### src/rtl/led_status_if.sv
// Bundles the per-channel configuration, activity events and status outputs of
// the LED/uptime controller so the top level can pass them as one port.
interface led_status_if #(
    parameter int unsigned CHANNELS = 2
);
    logic [2*CHANNELS-1:0]  mode;
    logic [16*CHANNELS-1:0] blink_half_ms;
    logic [CHANNELS-1:0]    act_pulse;
    logic [CHANNELS-1:0]    led_out;
    logic                   ms_tick;
    logic                   sec_tick;
    logic [31:0]            uptime_seconds;

    modport master (
        output mode, blink_half_ms, act_pulse,
        input  led_out, ms_tick, sec_tick, uptime_seconds
    );

    modport slave (
        input  mode, blink_half_ms, act_pulse,
        output led_out, ms_tick, sec_tick, uptime_seconds
    );
endinterface

### src/rtl/led_status_ctrl.sv
// Multi-channel status-LED controller (off/on/blink/activity) sharing one
// millisecond prescaler that also drives a seconds tick and uptime counter.
//
// Activity FSM states:
//   state    | meaning
//   ACT_IDLE | LED dark, waiting for an act_pulse
//   ACT_ON   | LED lit for STRETCH_MS ticks, further pulses set pending
//   ACT_GAP  | LED forced dark for GAP_MS ticks, then replay if pending
module led_status_ctrl #(
    parameter int unsigned CLK_FREQ_HZ = 125000000,
    parameter int unsigned CHANNELS    = 2,
    parameter int unsigned STRETCH_MS  = 50,
    parameter int unsigned GAP_MS      = 30,
    parameter bit          ACTIVE_LOW  = 1'b1
) (
    input  logic        clk,
    input  logic        rst_n,
    led_status_if.slave bus
);
    localparam int unsigned   DIV     = CLK_FREQ_HZ / 1000;
    localparam int unsigned   DW      = $clog2(DIV);
    localparam logic [DW-1:0] DIV_MAX = DW'(DIV - 1);
    localparam logic [15:0]   STRETCH = 16'(STRETCH_MS);
    localparam logic [15:0]   GAP     = 16'(GAP_MS);

    typedef enum logic [1:0] {ACT_IDLE, ACT_ON, ACT_GAP} act_state_e;

    logic [DW-1:0] div_q;
    logic [9:0]    ms_q;
    logic [31:0]   uptime_q;
    logic          ms_tick;
    logic          sec_tick;

    // Ticks decode registered counters only, so they are single-cycle and clean.
    assign ms_tick  = (div_q == DIV_MAX);
    assign sec_tick = ms_tick && (ms_q == 10'd999);

    always_ff @(posedge clk or negedge rst_n) begin
        if (!rst_n) begin
            div_q    <= '0;
            ms_q     <= '0;
            uptime_q <= '0;
        end else begin
            if (ms_tick) begin
                div_q <= '0;
                ms_q  <= (ms_q == 10'd999) ? 10'd0 : ms_q + 10'd1;
            end else begin
                div_q <= div_q + 1'b1;
            end
            if (sec_tick) begin
                uptime_q <= uptime_q + 32'd1;
            end
        end
    end

    assign bus.ms_tick        = ms_tick;
    assign bus.sec_tick       = sec_tick;
    assign bus.uptime_seconds = uptime_q;

    for (genvar i = 0; i < CHANNELS; i++) begin : g_ch
        logic [1:0]  mode_in, mode_q;
        logic [15:0] half_in, half_eff;
        logic [15:0] blink_cnt_q, blink_cnt_d;
        logic        blink_ph_q, blink_ph_d;
        act_state_e  act_q, act_d;
        logic [15:0] rem_q, rem_d;
        logic        pend_q, pend_d;
        logic        act_in, changed, lit, led_q;

        assign mode_in  = bus.mode[2*i +: 2];
        assign half_in  = bus.blink_half_ms[16*i +: 16];
        assign half_eff = (half_in == 16'd0) ? 16'd1 : half_in;
        assign act_in   = bus.act_pulse[i];
        assign changed  = (mode_in != mode_q);

        // >= rather than == so a live shrink of the half-period cannot overrun.
        always_comb begin
            blink_cnt_d = blink_cnt_q;
            blink_ph_d  = blink_ph_q;
            if (changed || mode_q != 2'b10) begin
                blink_cnt_d = '0;
                blink_ph_d  = 1'b1;
            end else if (ms_tick) begin
                if (blink_cnt_q >= half_eff - 16'd1) begin
                    blink_cnt_d = '0;
                    blink_ph_d  = ~blink_ph_q;
                end else begin
                    blink_cnt_d = blink_cnt_q + 16'd1;
                end
            end
        end

        always_comb begin
            act_d  = act_q;
            rem_d  = rem_q;
            pend_d = pend_q;
            if (changed || mode_q != 2'b11) begin
                act_d  = ACT_IDLE;
                rem_d  = '0;
                pend_d = 1'b0;
            end else begin
                case (act_q)
                    ACT_IDLE: begin
                        if (act_in) begin
                            act_d = ACT_ON;
                            rem_d = STRETCH;
                        end
                    end
                    ACT_ON: begin
                        if (act_in) pend_d = 1'b1;
                        if (ms_tick) begin
                            if (rem_q == 16'd1) begin
                                act_d = ACT_GAP;
                                rem_d = GAP;
                            end else begin
                                rem_d = rem_q - 16'd1;
                            end
                        end
                    end
                    ACT_GAP: begin
                        if (ms_tick && rem_q == 16'd1) begin
                            pend_d = 1'b0;
                            if (pend_q || act_in) begin
                                act_d = ACT_ON;
                                rem_d = STRETCH;
                            end else begin
                                act_d = ACT_IDLE;
                                rem_d = '0;
                            end
                        end else begin
                            if (act_in) pend_d = 1'b1;
                            if (ms_tick) rem_d = rem_q - 16'd1;
                        end
                    end
                    default: begin
                        act_d  = ACT_IDLE;
                        rem_d  = '0;
                        pend_d = 1'b0;
                    end
                endcase
            end
        end

        // Driven from the registered mode, giving the two-cycle mode-to-pin latency.
        always_comb begin
            case (mode_q)
                2'b00:   lit = 1'b0;
                2'b01:   lit = 1'b1;
                2'b10:   lit = blink_ph_q;
                default: lit = (act_q == ACT_ON);
            endcase
        end

        always_ff @(posedge clk or negedge rst_n) begin
            if (!rst_n) begin
                mode_q      <= 2'b00;
                blink_cnt_q <= '0;
                blink_ph_q  <= 1'b1;
                act_q       <= ACT_IDLE;
                rem_q       <= '0;
                pend_q      <= 1'b0;
                led_q       <= ACTIVE_LOW;
            end else begin
                mode_q      <= mode_in;
                blink_cnt_q <= blink_cnt_d;
                blink_ph_q  <= blink_ph_d;
                act_q       <= act_d;
                rem_q       <= rem_d;
                pend_q      <= pend_d;
                led_q       <= lit ^ ACTIVE_LOW;
            end
        end

        assign bus.led_out[i] = led_q;
    end
endmodule
### src/flat_wrapper.sv
// flat-port wrapper written by rule: the top's interface ports become plain ports
module led_status_ctrl_flat 
#(
    parameter int unsigned CLK_FREQ_HZ = 125000000,
    parameter int unsigned CHANNELS    = 2,
    parameter int unsigned STRETCH_MS  = 50,
    parameter int unsigned GAP_MS      = 30,
    parameter bit          ACTIVE_LOW  = 1'b1
)
  (clk, rst_n, bus_mode, bus_blink_half_ms, bus_act_pulse, bus_led_out, bus_ms_tick, bus_sec_tick, bus_uptime_seconds);
  led_status_if #(.CHANNELS(CHANNELS)) bus_i ();
  input  logic clk;
  input  logic rst_n;
  input wire logic [$bits(bus_i.mode)-1:0] bus_mode;
  input wire logic [$bits(bus_i.blink_half_ms)-1:0] bus_blink_half_ms;
  input wire logic [$bits(bus_i.act_pulse)-1:0] bus_act_pulse;
  output wire logic [$bits(bus_i.led_out)-1:0] bus_led_out;
  output wire logic [$bits(bus_i.ms_tick)-1:0] bus_ms_tick;
  output wire logic [$bits(bus_i.sec_tick)-1:0] bus_sec_tick;
  output wire logic [$bits(bus_i.uptime_seconds)-1:0] bus_uptime_seconds;
  assign bus_i.mode = bus_mode;
  assign bus_i.blink_half_ms = bus_blink_half_ms;
  assign bus_i.act_pulse = bus_act_pulse;
  assign bus_led_out = bus_i.led_out;
  assign bus_ms_tick = bus_i.ms_tick;
  assign bus_sec_tick = bus_i.sec_tick;
  assign bus_uptime_seconds = bus_i.uptime_seconds;
  led_status_ctrl #(.CLK_FREQ_HZ(CLK_FREQ_HZ), .CHANNELS(CHANNELS), .STRETCH_MS(STRETCH_MS), .GAP_MS(GAP_MS), .ACTIVE_LOW(ACTIVE_LOW)) u_core (.clk(clk), .rst_n(rst_n), .bus(bus_i));
endmodule
### config.mk
export PLATFORM = sky130hd
export DESIGN_NAME = led_status_ctrl_flat
export DESIGN_NICKNAME = d
export VERILOG_FILES = /design/src/rtl/led_status_if.sv /design/src/rtl/led_status_ctrl.sv /design/src/flat_wrapper.sv
export SDC_FILE = /design/constraint.sdc
export NUM_CORES = 1
export LEC_CHECK = 0
export ABC_AREA = 1
export BUFFER_PORTS_ARGS = -buffer_cell sky130_fd_sc_hd__buf_4
export CAP_MARGIN = 5
export CORE_MARGIN = 10
export CORE_UTILIZATION = 35
export DETAILED_ROUTE_END_ITERATION = 16
export GPL_TIMING_DRIVEN = 0
export HOLD_SLACK_MARGIN = 0.12
export PLACE_DENSITY_LB_ADDON = 0.05
export RECOVER_POWER = 100
export SETUP_SLACK_MARGIN = 0.4
export SLEW_MARGIN = 20
export SYNTH_ARGS = -nofsm -noshare
export SYNTH_HDL_FRONTEND = slang
export SYNTH_SLANG_ARGS = --single-unit
export TNS_END_PERCENT = 10
### constraint.sdc
create_clock -name clk -period 3.1 [get_ports clk]
set_input_delay 0.31 -clock clk [delete_from_list [all_inputs] [get_ports clk]]
set_output_delay 0.31 -clock clk [all_outputs]
set_load 0.005 [all_outputs]
Word-level counts from Yosys, hierarchy flattened
Cells that the tools add are included.

Bits in registers: 137. Input bits: 40. Output and inout bits: 36. Logic and storage cells: 143.

$add $sub $neg: 9. $lt $le $gt $ge: 2. Equality and inequality tests: 30. Multiplexer cells: 56. Bitwise operators: 4. Reductions and logical operators: 25.

Operators by type and width (number): 16-bit two-way mux (20); 16-bit case mux with 3 select lines (2); 16-bit by 1-bit subtractor with 16-bit output, second input constant (4); 16-bit by 1-bit adder with 16-bit output, second input constant (2); 32-bit by 1-bit adder with 32-bit output, second input constant (1); 16-bit by 1-bit equality test with 1-bit output, second input constant (2); 16-bit greater-or-equal comparator (2); 16-bit zero test (2); 2-bit two-way mux (10); 3-bit by 1-bit inequality test with 1-bit output, second input constant (6); 17-bit by 1-bit adder with 17-bit output, second input constant (1); 17-bit equality test, second input constant (1); 17-bit two-way mux (1); 1-bit two-way mux (14); 6-bit two-way mux (2); 1-bit case mux with 3 select lines (4); 2-bit case mux with 3 select lines (2); 10-bit by 1-bit adder with 10-bit output, second input constant (1); 10-bit equality test, second input constant (1); 10-bit two-way mux (1); 2-bit by 1-bit equality test with 1-bit output, second input constant (4); 2-bit equality test, second input constant (4); 2-bit zero test (4); 2-bit inequality test, second input constant (4); other kinds (11) (31).

Logic depth before layout (Yosys ltp)
Word-level depth: 7. Depth in mapped cells: 21. Mapped depth without buffers: 21.

Worst setup path before layout
No wires, ideal clock.

Kind: input-to-reg. Start point: input bus_blink_half_ms[7]. End point: register u_core.g_ch[0].blink_cnt_q[12]. Setup time: 0.128 ns. Data arrival time: 2.818 ns. Data required time: 2.972 ns. Path slack: 0.154 ns. Stages: 21. Path buffers: 0. Cell sequence: nor2_1 nand2_1 nor2_1 nand4_1 nand2_1 inv_1 ha_1 nand2_1 nor2_1 nand3_1 nor3_1 xor2_1 inv_1 ha_1 nand2_1 nor4_1 nand2_1 nand3_1 nand2_1 nand2_1 nor2_1.

Word-level cells in the longest chain between the ends: 7.

RTL lines: start, declared (RTL line flat_wrapper.sv:15) `input wire logic [$bits(bus_i.blink_half_ms)-1:0] bus_blink_half_ms;`; 16-bit zero test (RTL line led_status_ctrl.sv:72) `assign half_eff = (half_in == 16'd0) ? 16'd1 : half_in;`; 16-bit two-way mux * (RTL line led_status_ctrl.sv:72); 16-bit by 1-bit subtractor with 16-bit output * (RTL line led_status_ctrl.sv:84) `if (blink_cnt_q >= half_eff - 16'd1) begin`; 16-bit greater-or-equal comparator * (RTL line led_status_ctrl.sv:84); 16-bit two-way mux * (RTL line led_status_ctrl.sv:84); 16-bit two-way mux * (RTL line led_status_ctrl.sv:83) `end else if (ms_tick) begin`; 16-bit two-way mux * (RTL line led_status_ctrl.sv:80) `if (changed || mode_q != 2'b10) begin`; end signal, assigned (RTL line led_status_ctrl.sv:165) `blink_cnt_q <= blink_cnt_d;`; end, declared (RTL line led_status_ctrl.sv:63) `logic [15:0] blink_cnt_q, blink_cnt_d;`.

Mark *: on every way between the ends. The rest lies on a longest branch, timed or not. The select of a mux whose other input is x is not followed. A chain may end at the register's enable or synchronous reset.

Worst setup path in the final report
Start point: input bus_blink_half_ms[30]. End point: register u_core.g_ch[1].blink_ph_q.

Word-level cells in the longest chain between the ends: 6.

RTL lines: 16-bit zero test (RTL line led_status_ctrl.sv:72); 16-bit two-way mux * (RTL line led_status_ctrl.sv:72); 16-bit by 1-bit subtractor with 16-bit output * (RTL line led_status_ctrl.sv:84); 16-bit greater-or-equal comparator * (RTL line led_status_ctrl.sv:84); 2-bit nonzero test (no source line) *; 2-bit AND reduction (no source line) *; end signal, assigned (RTL line led_status_ctrl.sv:166) `blink_ph_q <= blink_ph_d;`; end, declared (RTL line led_status_ctrl.sv:64) `logic blink_ph_q, blink_ph_d;`.

Mark *: on every way between the ends. The rest lies on a longest branch, timed or not.

==> results summary <==
The cell area power density came out at 376 nW/um^2. The post-placement cell area came out at 10900 um^2. Among all flip-flop cells after synthesis, the most frequent one is sky130_fd_sc_hd__dfrtp_1. The initial utilization of the core area, before any placement, comes to 35.3%.

The leakage power is 5.82 nW. The number of search-and-repair iterations in the first detailed-routing pass came out at 5. The number of maximum-capacitance violations came out at 0. The final clock skew is 14.4 ps. The full die area came out at 35000 um^2.

The largest voltage drop on the vdd net came out at 0.334 mV. The floorplan core area is 27700 um^2. The capture endpoint of the worst hold path is u_core.g_ch[1].pend_q. On the critical path the largest part of the delay comes from simple AND/OR/NAND/NOR gates. The clock transition time at the flip-flop clock pins of the worst setup and hold paths came out at 60 ps. The count of cells along the worst register-to-register path is 12. The largest fanout of any net on the critical path is 3. The number of buffer cells added on primary ports came out at 75. The number of antenna violations at the first check in global routing is 0. The cell sitting at the root of the clock tree is a sky130_fd_sc_hd__clkbuf_16. The final antenna-violating net count came out at 0.

The async set-reset flop share out of synthesis is 100%. The floorplan step set the die height to 187 um. For this design, the slowest cell found on the critical path is sky130_fd_sc_hd__nor3_1. Walking the worst path, the cells encountered are buf_4, or2_4, nor3_4, nand3b_1, nand2_1, inv_2, ha_4, nand2_4, inv_2, nand2_2, nor3_1, xor2_1, inv_1, ha_4, nand2_2, nor3_1, nand3_2, nand4_1, nand2_2, buf_4, nand2_1, nand2_1. The number of design-rule violations left by the first detailed-router iteration came out at 547. The category of the most critical setup path is input port to register. The level count of the clock H-tree came out at 4. The total number of placement rows came out at 61.

The worst slew margin relative to its limit came out at 9.17%. No sink is reached through more buffers than the 2 on the longest clock path. Dividing the detail-routed via count by the number of cells gives 4.68.

The post-detailed-route DRC marker count came out at 0. Along the worst hold path, the cell count comes to 5. The via count of the first global-routing pass came out at 8664. Synthesis produced a netlist whose cell count is 1384.

CTS saw 137 sinks. The run finished with clean final reports. The half-perimeter wire length of the detailed placement result is 19.0 mm.

The mapped netlist covers 9780 um^2. The total vias in the final route came out at 8872. The CTS tree is yes. The endpoint required time on the critical path came out at 3450 ps. The number of buffers created by CTS came out at 17.

The routed length per instance is 13.3 um. The slack of the worst reg-to-reg path came out at 470 ps. The total of endpoints with negative setup slack in the final report came out at 0. Setup slack on the critical path of the routed design comes to 343 ps. When the netlist entered floorplanning its net count stood at 1477. The global placement routability congestion is 0.822.

The routed design has 25.3 mm of wire. The minimum period implied by the final worst setup slack is 2760 ps. The min-delay analysis places its worst path in the category input port to register.

The area of all placed cells without fillers came out at 11900 um^2. The fraction of final layout cells sized beyond drive strength 1 is 13.8%. The unique cell type count in the Yosys netlist is 44. The achievable clock frequency came out at 363 MHz. Yosys printed 0 warnings. The worst register-to-register path begins at u_core.div_q[0].

The number of nets in the finished design is 1599. The post-synthesis sequential area ratio came out at 35.1%. The count of final max-slew check failures is 0. The maximum number of pins on one net before global-route repair is 87. The top-level I/O count came out at 76.

STA classifies the critical path endpoint as a register. Setup repair after global routing could not meet its margin everywhere. The slew at the pin closest to its max-slew limit is 1360 ps. The overflow left after global routing is 0.

The nature of the critical path startpoint is an input port. The final critical path takes up 88.9% of the cycle. The number of flops mapped to enable cells by yosys came out at 0. The minimum setup slack after placement is -476 ps. The signal arrival time at the worst endpoint is 3110 ps.

A synthesized cell averages 7.07 um^2. The worst hold path startpoint is bus_act_pulse[1]. The longest individual stage delay on the worst path came out at 320 ps. The floorplan step set the die width to 187 um.

Relative to the synthesized area, the layout overhead comes to 21.9%. Global routing used 14.3% of the available tracks across all layers. The repair_antennas step left the layout with diodes totalling 0. The total buffers and inverters traversed by the critical path is 5. The synthesized flop and latch total came out at 137. The total chip power is 4.48 mW.

The clock latency of the later-clocked register in the worst-skew pair is 430 ps. The endpoint identified for the worst register-to-register timing path is u_core.g_ch[1].rem_q[9]. The hold violation count in the final report came out at 0. The first-pass GRT wire length is 42.5 mm.
layout make-up:
class / count / area [um^2]
repair inverters: 1 / 7.51
fillers: 2885 / 15800
plain buffers: 13 / 93.8
multi-input cells: 1061 / 5800
clock inverters: 12 / 189
flip-flops and latches: 137 / 3430
inverters: 174 / 658
repair buffers: 101 / 806
well taps: 378 / 473
clock buffers: 20 / 457
registers in the layout, summed over array words and instances (netlist names):
signal,flops
u_core.g_ch.rem_q,32
u_core.g_ch.act_q,4
u_core.div_q,17
u_core.ms_q,10
u_core.bus.uptime_seconds,32
u_core.g_ch.pend_q,2
u_core.g_ch.mode_q,4
u_core.g_ch.blink_cnt_q,32
u_core.g_ch.led_q,2
u_core.g_ch.blink_ph_q,2
cells in the final DEF (no fill, tap or decap), types with 4 or more instances in the layout:
cell type,n
sky130_fd_sc_hd__nor2_2,13
sky130_fd_sc_hd__inv_2,8
sky130_fd_sc_hd__a21oi_2,4
sky130_fd_sc_hd__inv_1,164
sky130_fd_sc_hd__o21ai_0,39
sky130_fd_sc_hd__nand2_2,9
sky130_fd_sc_hd__nand3_2,4
sky130_fd_sc_hd__nor2_1,206
sky130_fd_sc_hd__clkbuf_16,17
sky130_fd_sc_hd__a21oi_1,21
sky130_fd_sc_hd__nand3b_1,7
sky130_fd_sc_hd__o21bai_1,8
sky130_fd_sc_hd__buf_6,8
sky130_fd_sc_hd__ha_4,4
sky130_fd_sc_hd__dlygate4sd3_1,5
sky130_fd_sc_hd__clkinv_4,5
sky130_fd_sc_hd__buf_4,49
sky130_fd_sc_hd__xnor2_1,27
sky130_fd_sc_hd__dfstp_2,4
sky130_fd_sc_hd__xor2_1,68
sky130_fd_sc_hd__clkbuf_1,11
sky130_fd_sc_hd__nor3_2,4
sky130_fd_sc_hd__nand4_1,45
sky130_fd_sc_hd__dfrtp_1,133
sky130_fd_sc_hd__clkbuf_4,34
sky130_fd_sc_hd__nor3_1,41
sky130_fd_sc_hd__ha_1,49
sky130_fd_sc_hd__nor2_4,8
sky130_fd_sc_hd__buf_8,5
sky130_fd_sc_hd__nand3_1,92
sky130_fd_sc_hd__bufinv_16,4
sky130_fd_sc_hd__nand2_1,373
sky130_fd_sc_hd__nand2_4,7
worst register-to-register path, stage by stage (launching register included):
cell                      delay, ps
sky130_fd_sc_hd__dfrtp_1        370
sky130_fd_sc_hd__ha_1           260
sky130_fd_sc_hd__inv_1           60
sky130_fd_sc_hd__nor2_1          80
sky130_fd_sc_hd__nand2_1        100
sky130_fd_sc_hd__nor2_4         120
sky130_fd_sc_hd__nand2_1        320
sky130_fd_sc_hd__nand3_1        200
sky130_fd_sc_hd__inv_2           40
sky130_fd_sc_hd__nor2_2         290
sky130_fd_sc_hd__inv_1          250
sky130_fd_sc_hd__a21oi_4        330
sky130_fd_sc_hd__nor2_1          90
metrics by stage:
step | TNS [ps] | std cells | utilization, % | hold slack [ps]
final | 0 | 1897 | 43.0 | 317
after global routing | 0 | 1897 | 43.0 | 370
after CTS | 0 | 1885 | 42.4 | 299
after detailed placement | -10010 | 1838 | 39.3 | 377
after global placement | -9870 | 1837 | 39.2 | 433
after floorplan | 0 | 1384 | - | 14.4
layer usage:
layer	global-route usage (%)	wire length (um)
met1	19.4	12500
met3	2.26	695
met5	0	0
met2	23.3	11900
met4	3.66	252
power breakdown:
group          total (mW)  switching (mW)  internal [mW]  leakage, nW
sequential           1.82          0.0135           1.81         1.87
combinational       0.414           0.247          0.167         3.64
clock                2.25           0.846           1.40        0.311
total                4.48            1.11           3.38         5.82
worst max-delay path by stage:
stage,from,endpoint,slack [ps],cells after the start
floorplan,bus_blink_half_ms[29],u_core.g_ch[1].blink_cnt_q[10],380,20
global placement,bus_blink_half_ms[29],u_core.g_ch[1].blink_cnt_q[10],-500,20
detailed placement,bus_blink_half_ms[29],u_core.g_ch[1].blink_cnt_q[13],-480,21
CTS,bus_blink_half_ms[30],u_core.g_ch[1].blink_cnt_q[9],380,21
global route,bus_blink_half_ms[4],u_core.g_ch[0].blink_cnt_q[7],130,22
finish,bus_blink_half_ms[30],u_core.g_ch[1].blink_ph_q,340,22
synth_stat cells, types with 4 or more instances:
cell type                  count  share of area, %
sky130_fd_sc_hd__nor2_1      217               8.3
sky130_fd_sc_hd__nand3_2       4              0.41
sky130_fd_sc_hd__nor3_1       44               2.3
sky130_fd_sc_hd__o21bai_1      8              0.61
sky130_fd_sc_hd__inv_2         8              0.31
sky130_fd_sc_hd__nor4_1        4              0.26
sky130_fd_sc_hd__ha_1         53               6.8
sky130_fd_sc_hd__nand3_1      92               4.7
sky130_fd_sc_hd__a21oi_1      24               1.2
sky130_fd_sc_hd__nand2_1     384                15
sky130_fd_sc_hd__nand3b_1      7              0.54
sky130_fd_sc_hd__buf_4         5              0.38
sky130_fd_sc_hd__dfstp_2       4               1.1
sky130_fd_sc_hd__nor2_2        6              0.38
sky130_fd_sc_hd__nand4_1      45               2.9
sky130_fd_sc_hd__dfrtp_1     133                34
sky130_fd_sc_hd__xnor2_1      27               2.4
sky130_fd_sc_hd__buf_6         5              0.58
sky130_fd_sc_hd__inv_1       166               6.4
sky130_fd_sc_hd__xor2_1       68               6.1
sky130_fd_sc_hd__o21ai_0      41               2.1
logic make-up (layout without fill, tap and decap cells):
group	after synthesis	in the layout	synth area share, %
simple gates	821	822	36.3
buf+inv	187	321	7.87
flops	137	137	35.1
xor+xnor	95	95	8.51
compound gates	91	91	5.40
fa+ha+maj	53	53	6.78
repair_timing:
action,CTS,global route
hold buffers,5,0
gates resized for setup,26,53
hold endpoints to repair,87,0
gates cloned,1,1
pin swaps,15,31
endpoints found under the setup margin,33,34
setup buffers,9,11
Note: power is estimated with default switching activity, not from simulation.
